`config.mk`:
```
export PLATFORM = sky130hd
export DESIGN_NAME = pipe_control_unit_flat
export DESIGN_NICKNAME = d
export VERILOG_FILES = /design/src/rtl/pipe_control_unit_if.sv /design/src/rtl/pipe_control_unit.sv /design/src/flat_wrapper.sv
export SDC_FILE = /design/constraint.sdc
export NUM_CORES = 1
export LEC_CHECK = 0
export BUFFER_PORTS_ARGS = -buffer_cell sky130_fd_sc_hd__buf_4
export CAP_MARGIN = 20
export CORE_MARGIN = 8
export CORE_UTILIZATION = 53
export DETAILED_ROUTE_END_ITERATION = 12
export PLACE_DENSITY = 0.87
export SETUP_SLACK_MARGIN = 0.15
export SLEW_MARGIN = 20
export SYNTH_ARGS = -nofsm -noshare
export SYNTH_HDL_FRONTEND = slang
export SYNTH_SLANG_ARGS = --single-unit
```
`constraint.sdc`:
```
create_clock -name clk -period 2.2 [get_ports clk]
set_clock_uncertainty 0.2 [all_clocks]
set_input_delay 0 -clock clk [delete_from_list [all_inputs] [get_ports clk]]
set_output_delay 0 -clock clk [all_outputs]
set_load 0.02 [all_outputs]
```
`src/rtl/pipe_control_unit_if.sv`:
```
// pipe_control_unit_if: ID-stage decode inputs and pipelined control outputs of the pipeline control unit
interface pipe_control_unit_if #(
  parameter int REG_AW = 5,
  parameter int OPC_W = 6,
  parameter int ALUOP_W = 2
);
  logic [OPC_W-1:0] Opcode;
  logic [REG_AW-1:0] IdRs, IdRt, IdRd;
  logic BranchTaken;
  logic Stall, FlushIfId, IdJump;
  logic ExRegDst, ExALUSrc, ExSignZero, ExBranch, ExBranchEq;
  logic [ALUOP_W-1:0] ExALUOp;
  logic MemMemRead, MemMemWrite;
  logic WbMemtoReg, WbRegWrite;
  logic [REG_AW-1:0] WbDestReg;
  logic [1:0] ForwardA, ForwardB;
  modport master (
    output Opcode, IdRs, IdRt, IdRd, BranchTaken,
    input Stall, FlushIfId, IdJump, ExRegDst, ExALUSrc, ExSignZero, ExBranch, ExBranchEq,
    input ExALUOp, MemMemRead, MemMemWrite, WbMemtoReg, WbRegWrite, WbDestReg, ForwardA, ForwardB
  );
  modport slave (
    input Opcode, IdRs, IdRt, IdRd, BranchTaken,
    output Stall, FlushIfId, IdJump, ExRegDst, ExALUSrc, ExSignZero, ExBranch, ExBranchEq,
    output ExALUOp, MemMemRead, MemMemWrite, WbMemtoReg, WbRegWrite, WbDestReg, ForwardA, ForwardB
  );
endinterface

```
`src/rtl/pipe_control_unit.sv`:
```
// pipe_control_unit: 5-stage MIPS control with ID decode, pipelined control bits, hazard stall, flush and forwarding
module pipe_control_unit #(
  parameter int REG_AW = 5,
  parameter int OPC_W = 6,
  parameter int ALUOP_W = 2,
  parameter bit FWD_EN = 1'b1
) (
  input logic clk,
  input logic reset_n,
  pipe_control_unit_if.slave bus
);
  localparam logic [OPC_W-1:0] OP_R = OPC_W'(6'b000000);
  localparam logic [OPC_W-1:0] OP_LW = OPC_W'(6'b100011);
  localparam logic [OPC_W-1:0] OP_SW = OPC_W'(6'b101011);
  localparam logic [OPC_W-1:0] OP_BNE = OPC_W'(6'b000101);
  localparam logic [OPC_W-1:0] OP_BEQ = OPC_W'(6'b000100);
  localparam logic [OPC_W-1:0] OP_ADDI = OPC_W'(6'b001000);
  localparam logic [OPC_W-1:0] OP_XORI = OPC_W'(6'b001110);
  localparam logic [OPC_W-1:0] OP_J = OPC_W'(6'b000010);

  typedef struct packed {
    logic reg_dst, alu_src, sign_zero, branch, branch_eq;
    logic [ALUOP_W-1:0] alu_op;
    logic mem_read, mem_write, mem_to_reg, reg_write;
  } ctrl_t;

  typedef struct packed {
    ctrl_t c;
    logic [REG_AW-1:0] dest, rs, rt;
  } idex_t;

  typedef struct packed {
    logic mem_read, mem_write, mem_to_reg, reg_write;
    logic [REG_AW-1:0] dest;
  } exmem_t;

  typedef struct packed {
    logic mem_to_reg, reg_write;
    logic [REG_AW-1:0] dest;
  } memwb_t;

  ctrl_t dec;
  logic jump, rt_src, taken, stall, id_jump;
  logic [REG_AW-1:0] dest;
  idex_t id_next, ex;
  exmem_t mem;
  memwb_t wb;

  function automatic logic [1:0] fwd_sel(input logic [REG_AW-1:0] src, input exmem_t m, input memwb_t w);
    return (m.reg_write && m.dest != '0 && m.dest == src) ? 2'b10 :
           (w.reg_write && w.dest != '0 && w.dest == src) ? 2'b01 : 2'b00;
  endfunction

  // ID-stage main decoder; unknown opcodes decode to an all-zero bubble
  always_comb begin
    dec = '0;
    jump = 1'b0;
    rt_src = 1'b0;
    case (bus.Opcode)
      OP_R: begin dec.reg_dst = 1'b1; dec.reg_write = 1'b1; dec.alu_op = ALUOP_W'(2); rt_src = 1'b1; end
      OP_LW: begin dec.alu_src = 1'b1; dec.mem_to_reg = 1'b1; dec.reg_write = 1'b1; dec.mem_read = 1'b1; end
      OP_SW: begin dec.alu_src = 1'b1; dec.mem_write = 1'b1; rt_src = 1'b1; end
      OP_BNE: begin dec.branch = 1'b1; dec.alu_op = ALUOP_W'(1); rt_src = 1'b1; end
      OP_BEQ: begin dec.branch = 1'b1; dec.branch_eq = 1'b1; dec.alu_op = ALUOP_W'(1); rt_src = 1'b1; end
      OP_ADDI: begin dec.alu_src = 1'b1; dec.reg_write = 1'b1; end
      OP_XORI: begin dec.alu_src = 1'b1; dec.reg_write = 1'b1; dec.alu_op = ALUOP_W'(3); dec.sign_zero = 1'b1; end
      OP_J: jump = 1'b1;
      default: ;
    endcase
  end

  assign dest = dec.reg_dst ? bus.IdRd : bus.IdRt;

  // ID/EX candidate; writes to $0 are dropped here so later stages never see them
  always_comb begin
    id_next = '0;
    id_next.c = dec;
    id_next.c.reg_write = dec.reg_write & (dest != '0);
    id_next.dest = dest;
    id_next.rs = bus.IdRs;
    id_next.rt = bus.IdRt;
  end

  assign taken = bus.BranchTaken & ex.c.branch;
  assign stall = !taken && ex.c.mem_read && ex.dest != '0 &&
                 (ex.dest == bus.IdRs || (ex.dest == bus.IdRt && rt_src));
  assign id_jump = jump & !taken & !stall;

  // ID/EX: decoded instruction, or a bubble on taken branch, load-use stall or jump
  always_ff @(posedge clk or negedge reset_n)
    if (!reset_n) ex <= '0;
    else ex <= (taken || stall || id_jump) ? '0 : id_next;

  // EX/MEM and MEM/WB always advance
  always_ff @(posedge clk or negedge reset_n)
    if (!reset_n) begin
      mem <= '0;
      wb <= '0;
    end else begin
      mem <= '{ex.c.mem_read, ex.c.mem_write, ex.c.mem_to_reg, ex.c.reg_write, ex.dest};
      wb <= '{mem.mem_to_reg, mem.reg_write, mem.dest};
    end

  assign bus.Stall = stall;
  assign bus.IdJump = id_jump;
  assign bus.FlushIfId = taken | id_jump;
  assign bus.ExRegDst = ex.c.reg_dst;
  assign bus.ExALUSrc = ex.c.alu_src;
  assign bus.ExSignZero = ex.c.sign_zero;
  assign bus.ExBranch = ex.c.branch;
  assign bus.ExBranchEq = ex.c.branch_eq;
  assign bus.ExALUOp = ex.c.alu_op;
  assign bus.MemMemRead = mem.mem_read;
  assign bus.MemMemWrite = mem.mem_write;
  assign bus.WbMemtoReg = wb.mem_to_reg;
  assign bus.WbRegWrite = wb.reg_write;
  assign bus.WbDestReg = wb.dest;

  if (FWD_EN) begin : g_fwd
    assign bus.ForwardA = fwd_sel(ex.rs, mem, wb);
    assign bus.ForwardB = fwd_sel(ex.rt, mem, wb);
  end else begin : g_nofwd
    assign bus.ForwardA = 2'b00;
    assign bus.ForwardB = 2'b00;
  end
endmodule

```
`src/flat_wrapper.sv`:
```
// flat-port wrapper written by rule: the top's interface ports become plain ports
module pipe_control_unit_flat 
#(
  parameter int REG_AW = 5,
  parameter int OPC_W = 6,
  parameter int ALUOP_W = 2,
  parameter bit FWD_EN = 1'b1
)
  (clk, reset_n, bus_Opcode, bus_IdRs, bus_IdRt, bus_IdRd, bus_BranchTaken, bus_Stall, bus_FlushIfId, bus_IdJump, bus_ExRegDst, bus_ExALUSrc, bus_ExSignZero, bus_ExBranch, bus_ExBranchEq, bus_ExALUOp, bus_MemMemRead, bus_MemMemWrite, bus_WbMemtoReg, bus_WbRegWrite, bus_WbDestReg, bus_ForwardA, bus_ForwardB);
  pipe_control_unit_if #(.REG_AW(REG_AW), .OPC_W(OPC_W), .ALUOP_W(ALUOP_W)) bus_i ();
  input logic clk;
  input logic reset_n;
  input wire logic [$bits(bus_i.Opcode)-1:0] bus_Opcode;
  input wire logic [$bits(bus_i.IdRs)-1:0] bus_IdRs;
  input wire logic [$bits(bus_i.IdRt)-1:0] bus_IdRt;
  input wire logic [$bits(bus_i.IdRd)-1:0] bus_IdRd;
  input wire logic [$bits(bus_i.BranchTaken)-1:0] bus_BranchTaken;
  output wire logic [$bits(bus_i.Stall)-1:0] bus_Stall;
  output wire logic [$bits(bus_i.FlushIfId)-1:0] bus_FlushIfId;
  output wire logic [$bits(bus_i.IdJump)-1:0] bus_IdJump;
  output wire logic [$bits(bus_i.ExRegDst)-1:0] bus_ExRegDst;
  output wire logic [$bits(bus_i.ExALUSrc)-1:0] bus_ExALUSrc;
  output wire logic [$bits(bus_i.ExSignZero)-1:0] bus_ExSignZero;
  output wire logic [$bits(bus_i.ExBranch)-1:0] bus_ExBranch;
  output wire logic [$bits(bus_i.ExBranchEq)-1:0] bus_ExBranchEq;
  output wire logic [$bits(bus_i.ExALUOp)-1:0] bus_ExALUOp;
  output wire logic [$bits(bus_i.MemMemRead)-1:0] bus_MemMemRead;
  output wire logic [$bits(bus_i.MemMemWrite)-1:0] bus_MemMemWrite;
  output wire logic [$bits(bus_i.WbMemtoReg)-1:0] bus_WbMemtoReg;
  output wire logic [$bits(bus_i.WbRegWrite)-1:0] bus_WbRegWrite;
  output wire logic [$bits(bus_i.WbDestReg)-1:0] bus_WbDestReg;
  output wire logic [$bits(bus_i.ForwardA)-1:0] bus_ForwardA;
  output wire logic [$bits(bus_i.ForwardB)-1:0] bus_ForwardB;
  assign bus_i.Opcode = bus_Opcode;
  assign bus_i.IdRs = bus_IdRs;
  assign bus_i.IdRt = bus_IdRt;
  assign bus_i.IdRd = bus_IdRd;
  assign bus_i.BranchTaken = bus_BranchTaken;
  assign bus_Stall = bus_i.Stall;
  assign bus_FlushIfId = bus_i.FlushIfId;
  assign bus_IdJump = bus_i.IdJump;
  assign bus_ExRegDst = bus_i.ExRegDst;
  assign bus_ExALUSrc = bus_i.ExALUSrc;
  assign bus_ExSignZero = bus_i.ExSignZero;
  assign bus_ExBranch = bus_i.ExBranch;
  assign bus_ExBranchEq = bus_i.ExBranchEq;
  assign bus_ExALUOp = bus_i.ExALUOp;
  assign bus_MemMemRead = bus_i.MemMemRead;
  assign bus_MemMemWrite = bus_i.MemMemWrite;
  assign bus_WbMemtoReg = bus_i.WbMemtoReg;
  assign bus_WbRegWrite = bus_i.WbRegWrite;
  assign bus_WbDestReg = bus_i.WbDestReg;
  assign bus_ForwardA = bus_i.ForwardA;
  assign bus_ForwardB = bus_i.ForwardB;
  pipe_control_unit #(.REG_AW(REG_AW), .OPC_W(OPC_W), .ALUOP_W(ALUOP_W), .FWD_EN(FWD_EN)) u_core (.clk(clk), .reset_n(reset_n), .bus(bus_i));
endmodule
```
==> flow_summary.toml, run 1 <==
[status]
outcome = "finished, violations left"
violations = "negative setup slack"

[yosys]
ys_warn_count = 0
syn_inst = 166
synth_async_sr_flop_share_pct = 100
syn_nets = 190
yosysUniqueCellTypes = 42
synth-edff-count = 0
synth.yosys.seq_area_share_pct = 48.2
syn_area_per_cell_um2 = 12.5
ys_ff_latch = 40
syn_area_mm2 = 0.00208
dominantRegCellSynth = "dfrtp_1"

[drt]
vias = 1698
ant_nets = 0
post-route-drc-count = 0
wl_per_cell_um = 19.5
drt_first_pass_iters = 4
vias_per_cell = 5.48
routed_wl_um = 6040
drtIter0Drc = 76

[cts]
cts.clk_slew.worst_paths_ns = 0.08
clock_latency_ns = 0.30
numCtsBuffers = 5
cts_tree = "yes"
cts_sinks = 40
cts_buffer_depth = 2
clockRootBuffer = "clkbuf_8"
htreeDepth = 2

[worst_setup_path]
critical_path_class = "reg -> reg"
arrival_ns = 2.33
worstSetupStartpointType = "register"
required_ns = 2.20
worstSetupStartpoint = "u_core.ex[10]$_DFF_PN0_"
r2r_cells = 8
worst_setup_path_end_kind = "register"
cp_max_fo = 16
r2r-start = "u_core.ex[10]$_DFF_PN0_"

[floorplanning]
die_x_um = 78.6
initial_core_util_pct = 55.9
rows = 22
ios = 47
die-height_um = 78.6
die_area_mm2 = 0.00618
core-area_mm2 = 0.00372

[sta]
fmax_mhz = 429
hold_ws_ns = 0.0147
setup_viol = 27
period_share_pct = 106
hold_viol = 0
maxSlewHeadroom_pct = 67.2
period_needed_ns = 2.33
drv_slew = 0
tightest_slew_ns = 0.493
setup_slack_ns = -0.133
grt_setup_unrepaired = "yes"

[global_routing]
grt_max_degree = 41
grt_first_pass_wirelength_um = 9320
gr-total-overflow = 0
antenna_found_initial = 0
grt_usage_pct = 19.6
first_global_vias = 1853

[pwr]
finalPower_mw = 1.84
max-vdd-ir-drop_mv = 0.500
cellLeakagePower_nw = 1.44
p_per_area_mw_per_mm2 = 574

[worst_hold_path]
worstHoldPathType = "in -> async"

[cells_and_area]
fillers = 191
antenna_cells = 0
syn_to_final_growth_pct = 54.1
final_common_cell = "buf_4"
final_area_mm2 = 0.00320
stdcell_count = 310
fin_nets = 286
drive_above_1_share_pct = 47.3
mostFrequentLayoutCells = "buf_4 (62), dfrtp_1 (40), dlygate4sd3_1 (28), xnor2_1 (16), xor2_1 (13)"

[placed_design]
dpl-instance-area_mm2 = 0.00248
dpl.hpwl_um = 3450
io_buffers = 46
place_inst = 259
gp_congestion = 0.837

[flow_run]
maxCapViolations = 0
cells in the mapped netlist, types with 2 or more instances:
cell | count | area, um2
dfrtp_1 | 40 | 1000
xnor2_1 | 18 | 158
xor2_1 | 13 | 114
nor3_2 | 12 | 120
nor3b_2 | 8 | 100
buf_6 | 6 | 67.6
nor3_1 | 6 | 30.0
mux2i_1 | 5 | 50.1
or4_1 | 5 | 37.5
nand3_1 | 4 | 20.0
nor4_1 | 4 | 25.0
buf_4 | 3 | 22.5
nand2_1 | 3 | 11.3
o21ai_1 | 3 | 15.0
a211oi_1 | 2 | 15.0
a22oi_2 | 2 | 25.0
buf_2 | 2 | 10.0
inv_1 | 2 | 7.51
nand4_1 | 2 | 12.5
nand4b_1 | 2 | 17.5
nor3b_1 | 2 | 15.0
nor4_4 | 2 | 42.5
registers in the layout, summed over array words and instances (netlist names), 2 cells and up:
register and flops:
u_core.ex 18, u_core.mem 6, u_core.bus.WbDestReg 5, u_core.bus.ExALUOp 2
critical path, cell delays in order, from the launching register on:
cell	delay, ns
dfrtp_1	0.39
or4_4	0.58
o211ai_4	0.23
buf_4	0.15
buf_6	0.09
buf_6	0.09
o21ai_2	0.10
buf_12	0.19
nor3b_1	0.21
kinds of logic after synthesis:
logic type / synth area share [%]
compound gates: 7.28
simple gates: 23.9
xor+xnor: 13.1
mux: 2.41
flops: 48.2
buf+inv: 5.18
worst paths after layout:
kind	to	slack, ns
max reg2reg	u_core.ex[1]$_DFF_PN0_	-0.13
min	u_core.bus.ExALUSrc$_DFF_PN0_	0.01
min reg2reg	u_core.bus.MemMemWrite$_DFF_PN0_	0.15
max	u_core.ex[1]$_DFF_PN0_	-0.13
max in group asynchronous	u_core.ex[10]$_DFF_PN0_	1.44
min in group clk	u_core.bus.ExRegDst$_DFF_PN0_	0.06
per-stage QoR:
step                utilization (%)  setup TNS, ns  worst slack (ns)
floorplan                         -              0             0.148
global placement               66.8              0             0.146
detailed placement             66.8              0            0.0380
CTS                            83.6        -0.0687           -0.0658
global route                   86.2          -2.69            -0.172
finish                         86.2          -1.43            -0.133
timing repair:
item                       CTS  global route
pin swaps                   15            10
buffers inserted            14             2
hold buffers                28             0
gates resized for setup     19            14
hold endpoints to repair    64             0
setup endpoints to repair    6            30
routing by layer:
metal,share of wire (%),routed length [um],global-route usage [%]
met1,36,2180,19.1
met3,5.4,326,6.95
met5,0,0,0
met4,1.9,116,6.85
met2,57,3420,36.9
cell type report:
cell class	instances	area, um2	area share, %
Inverter	2	7.51	0.234
Timing Repair Buffer	100	871	27.2
Tap cell	48	60.1	1.88
Multi-Input combinational cell	113	1130	35.4
Clock buffer	5	68.8	2.15
Clock inverter	2	60.1	1.88
Sequential cell	40	1000	31.3
power breakdown:
| group | internal [mW] | switching [mW] | total, mW |
|---|---|---|---|
| Combinational | 0.178 | 0.160 | 0.338 |
| Sequential | 0.768 | 0.0340 | 0.802 |
| Clock | 0.446 | 0.251 | 0.697 |
Note: power is estimated with default switching activity, not from simulation.
==> run 2: changes to the inputs <==
--- a/config.mk
+++ b/config.mk
@@ -11,7 +11,7 @@
 export CORE_UTILIZATION = 53
 export DETAILED_ROUTE_END_ITERATION = 12
 export PLACE_DENSITY = 0.87
-export SETUP_SLACK_MARGIN = 0.15
+export SETUP_SLACK_MARGIN = 0.05
 export SLEW_MARGIN = 20
 export SYNTH_ARGS = -nofsm -noshare
 export SYNTH_HDL_FRONTEND = slang
==> run 2 against run 1 <==
Effect of this change: sequential cell count did not move; clock power barely moved; wire length increased by 17%; combinational power hardly changed; sequential power barely moved; via count is 8.4% higher; the flow still finishes with violations (negative setup slack); fmax rose by 0.62%; die area unchanged; register-to-register slack barely moved.
==> flow_summary.toml, run 2 (same netlist as run 1, synthesis figures left out) <==
[pwr]
cellLeakagePower_nw = 1.42
p_per_area_mw_per_mm2 = 575
max-vdd-ir-drop_mv = 0.570

[placed_design]
dpl.hpwl_um = 3450
io_buffers = 46
place_inst = 259
post-place-ws_ns = 0.0380
gp_congestion = 0.837
dpl-instance-area_mm2 = 0.00248

[global_routing]
antenna_found_initial = 0
grt_usage_pct = 19.7
grt_max_degree = 41
first_global_vias = 1857
gr-total-overflow = 0
grt_first_pass_wirelength_um = 9450

[drt]
wl_per_cell_um = 22.6
drtIter0Drc = 118
vias = 1840
ant_nets = 0
post-route-drc-count = 0
vias_per_cell = 5.92
drt_first_pass_iters = 4
routed_wl_um = 7040

[floorplanning]
ios = 47
die-height_um = 78.6
die_area_mm2 = 0.00618
core-area_mm2 = 0.00372
die_x_um = 78.6
initial_core_util_pct = 55.9
rows = 22

[worst_setup_path]
required_ns = 2.20
worstSetupStartpointType = "register"
arrival_ns = 2.32
r2r-start = "u_core.ex[10]$_DFF_PN0_"
r2r_cells = 7
r2r_end = "u_core.ex[0]$_DFF_PN0_"
worst-r2r-setup-slack_ns = -0.12
cp_max_fo = 8
critical_path_class = "reg -> reg"
worst_setup_path_end_kind = "register"

[sta]
fmax_mhz = 431
tightest_slew_ns = 0.498
period_share_pct = 105
setup_tns_ns = -1.37
drv_slew = 0
setup_slack_ns = -0.119
setup_viol = 27
grt_setup_unrepaired = "yes"
maxSlewHeadroom_pct = 66.8
hold_viol = 0
period_needed_ns = 2.32

[cells_and_area]
largest_register_ffs = 18
antenna_cells = 0
fin_nets = 287
syn_to_final_growth_pct = 54.4
stdcell_count = 311
drive_above_1_share_pct = 47.1
mostFrequentLayoutCells = "buf_4 (68), dfrtp_1 (39), dlygate4sd3_1 (26), xnor2_1 (17), xor2_1 (13)"
final_area_mm2 = 0.00321
final_core_util_pct = 86.3
final_common_cell = "buf_4"
fillers = 184
largest_register = "u_core.ex"

[cts]
cts_buffer_depth = 2
numCtsBuffers = 5
cts_tree = "yes"
htreeDepth = 2
cts.clk_slew.worst_paths_ns = 0.08
clockRootBuffer = "clkbuf_8"
cts_sinks = 40
clock_latency_ns = 0.30

[flow_run]
maxCapViolations = 0

[worst_hold_path]
worstHoldPathType = "in -> async"

[status]
outcome = "finished, violations left"
violations = "negative setup slack"
-- run 2: worst max path at each step --
stage	slack, ns	to	depth (start not counted)	startpoint
6_report	-0.12	u_core.ex[0]$_DFF_PN0_	7	u_core.ex[10]$_DFF_PN0_
5_1_grt	-0.23	bus_FlushIfId	8	u_core.ex[12]$_DFF_PN0_
4_1_cts	-0.07	bus_IdJump	5	u_core.ex[14]$_DFF_PN0_
3_5_place_dp	0.04	u_core.ex[15]$_DFF_PN0_	5	u_core.ex[10]$_DFF_PN0_
3_3_place_gp	0.15	bus_IdJump	6	u_core.ex[10]$_DFF_PN0_
2_1_floorplan	0.15	bus_IdJump	4	u_core.ex[10]$_DFF_PN0_
-- run 2: repair_timing --
action,4_1_cts,5_1_grt
pin swaps,8,12
gates cloned,0,1
resized for setup,10,20
hold endpoints to repair,64,0
setup endpoints to repair,5,29
buffers inserted,7,12
hold buffers,28,0
-- run 2: worst max-delay path, cell delays in order, from the launching register on --
cell and delay [ns]:
dfrtp_1 0.39, or4_4 0.59, o211ai_4 0.25, buf_4 0.16, buf_4 0.12, o21ai_4 0.10, buf_12 0.19, nor3b_2 0.22
-- run 2: stage by stage --
stage                     total power [mW]  hold slack, ns
final                                 1.84         0.00728
after floorplan                      0.945          -0.496
after global routing                  1.90          0.0607
after global placement                1.04          -0.216
after detailed placement              1.05          -0.206
after CTS                             1.78          0.0286
-- run 2: where the power goes --
group          internal (mW)  switching [mW]  leakage (nW)  total, mW
sequential             0.768          0.0364         0.500      0.805
combinational          0.174           0.167         0.861      0.340
clock                  0.446           0.253        0.0642      0.700
total                   1.39           0.456          1.42       1.84
-- run 2: area by class of cell --
| class | count | area (um2) | area share (%) |
|---|---|---|---|
| clock buffer | 5 | 68.8 | 2.15 |
| sequential | 40 | 1000 | 31.2 |
| inverter | 2 | 7.51 | 0.234 |
| timing repair buffer | 101 | 872 | 27.2 |
| multi-input combinational | 113 | 1140 | 35.5 |
| tap | 48 | 60.1 | 1.87 |
| clock inverter | 2 | 60.1 | 1.87 |
-- run 2: per-layer routing --
| metal | track usage [%] | share of wire [%] | vias up |
|---|---|---|---|
| met5 | 0 | 0 | - |
| met4 | 7.22 | 3.5 | 0 |
| met3 | 7.63 | 7.9 | 25 |
| met2 | 35.6 | 53 | 102 |
| met1 | 20.2 | 35 | 924 |
| li1 | - | - | 789 |
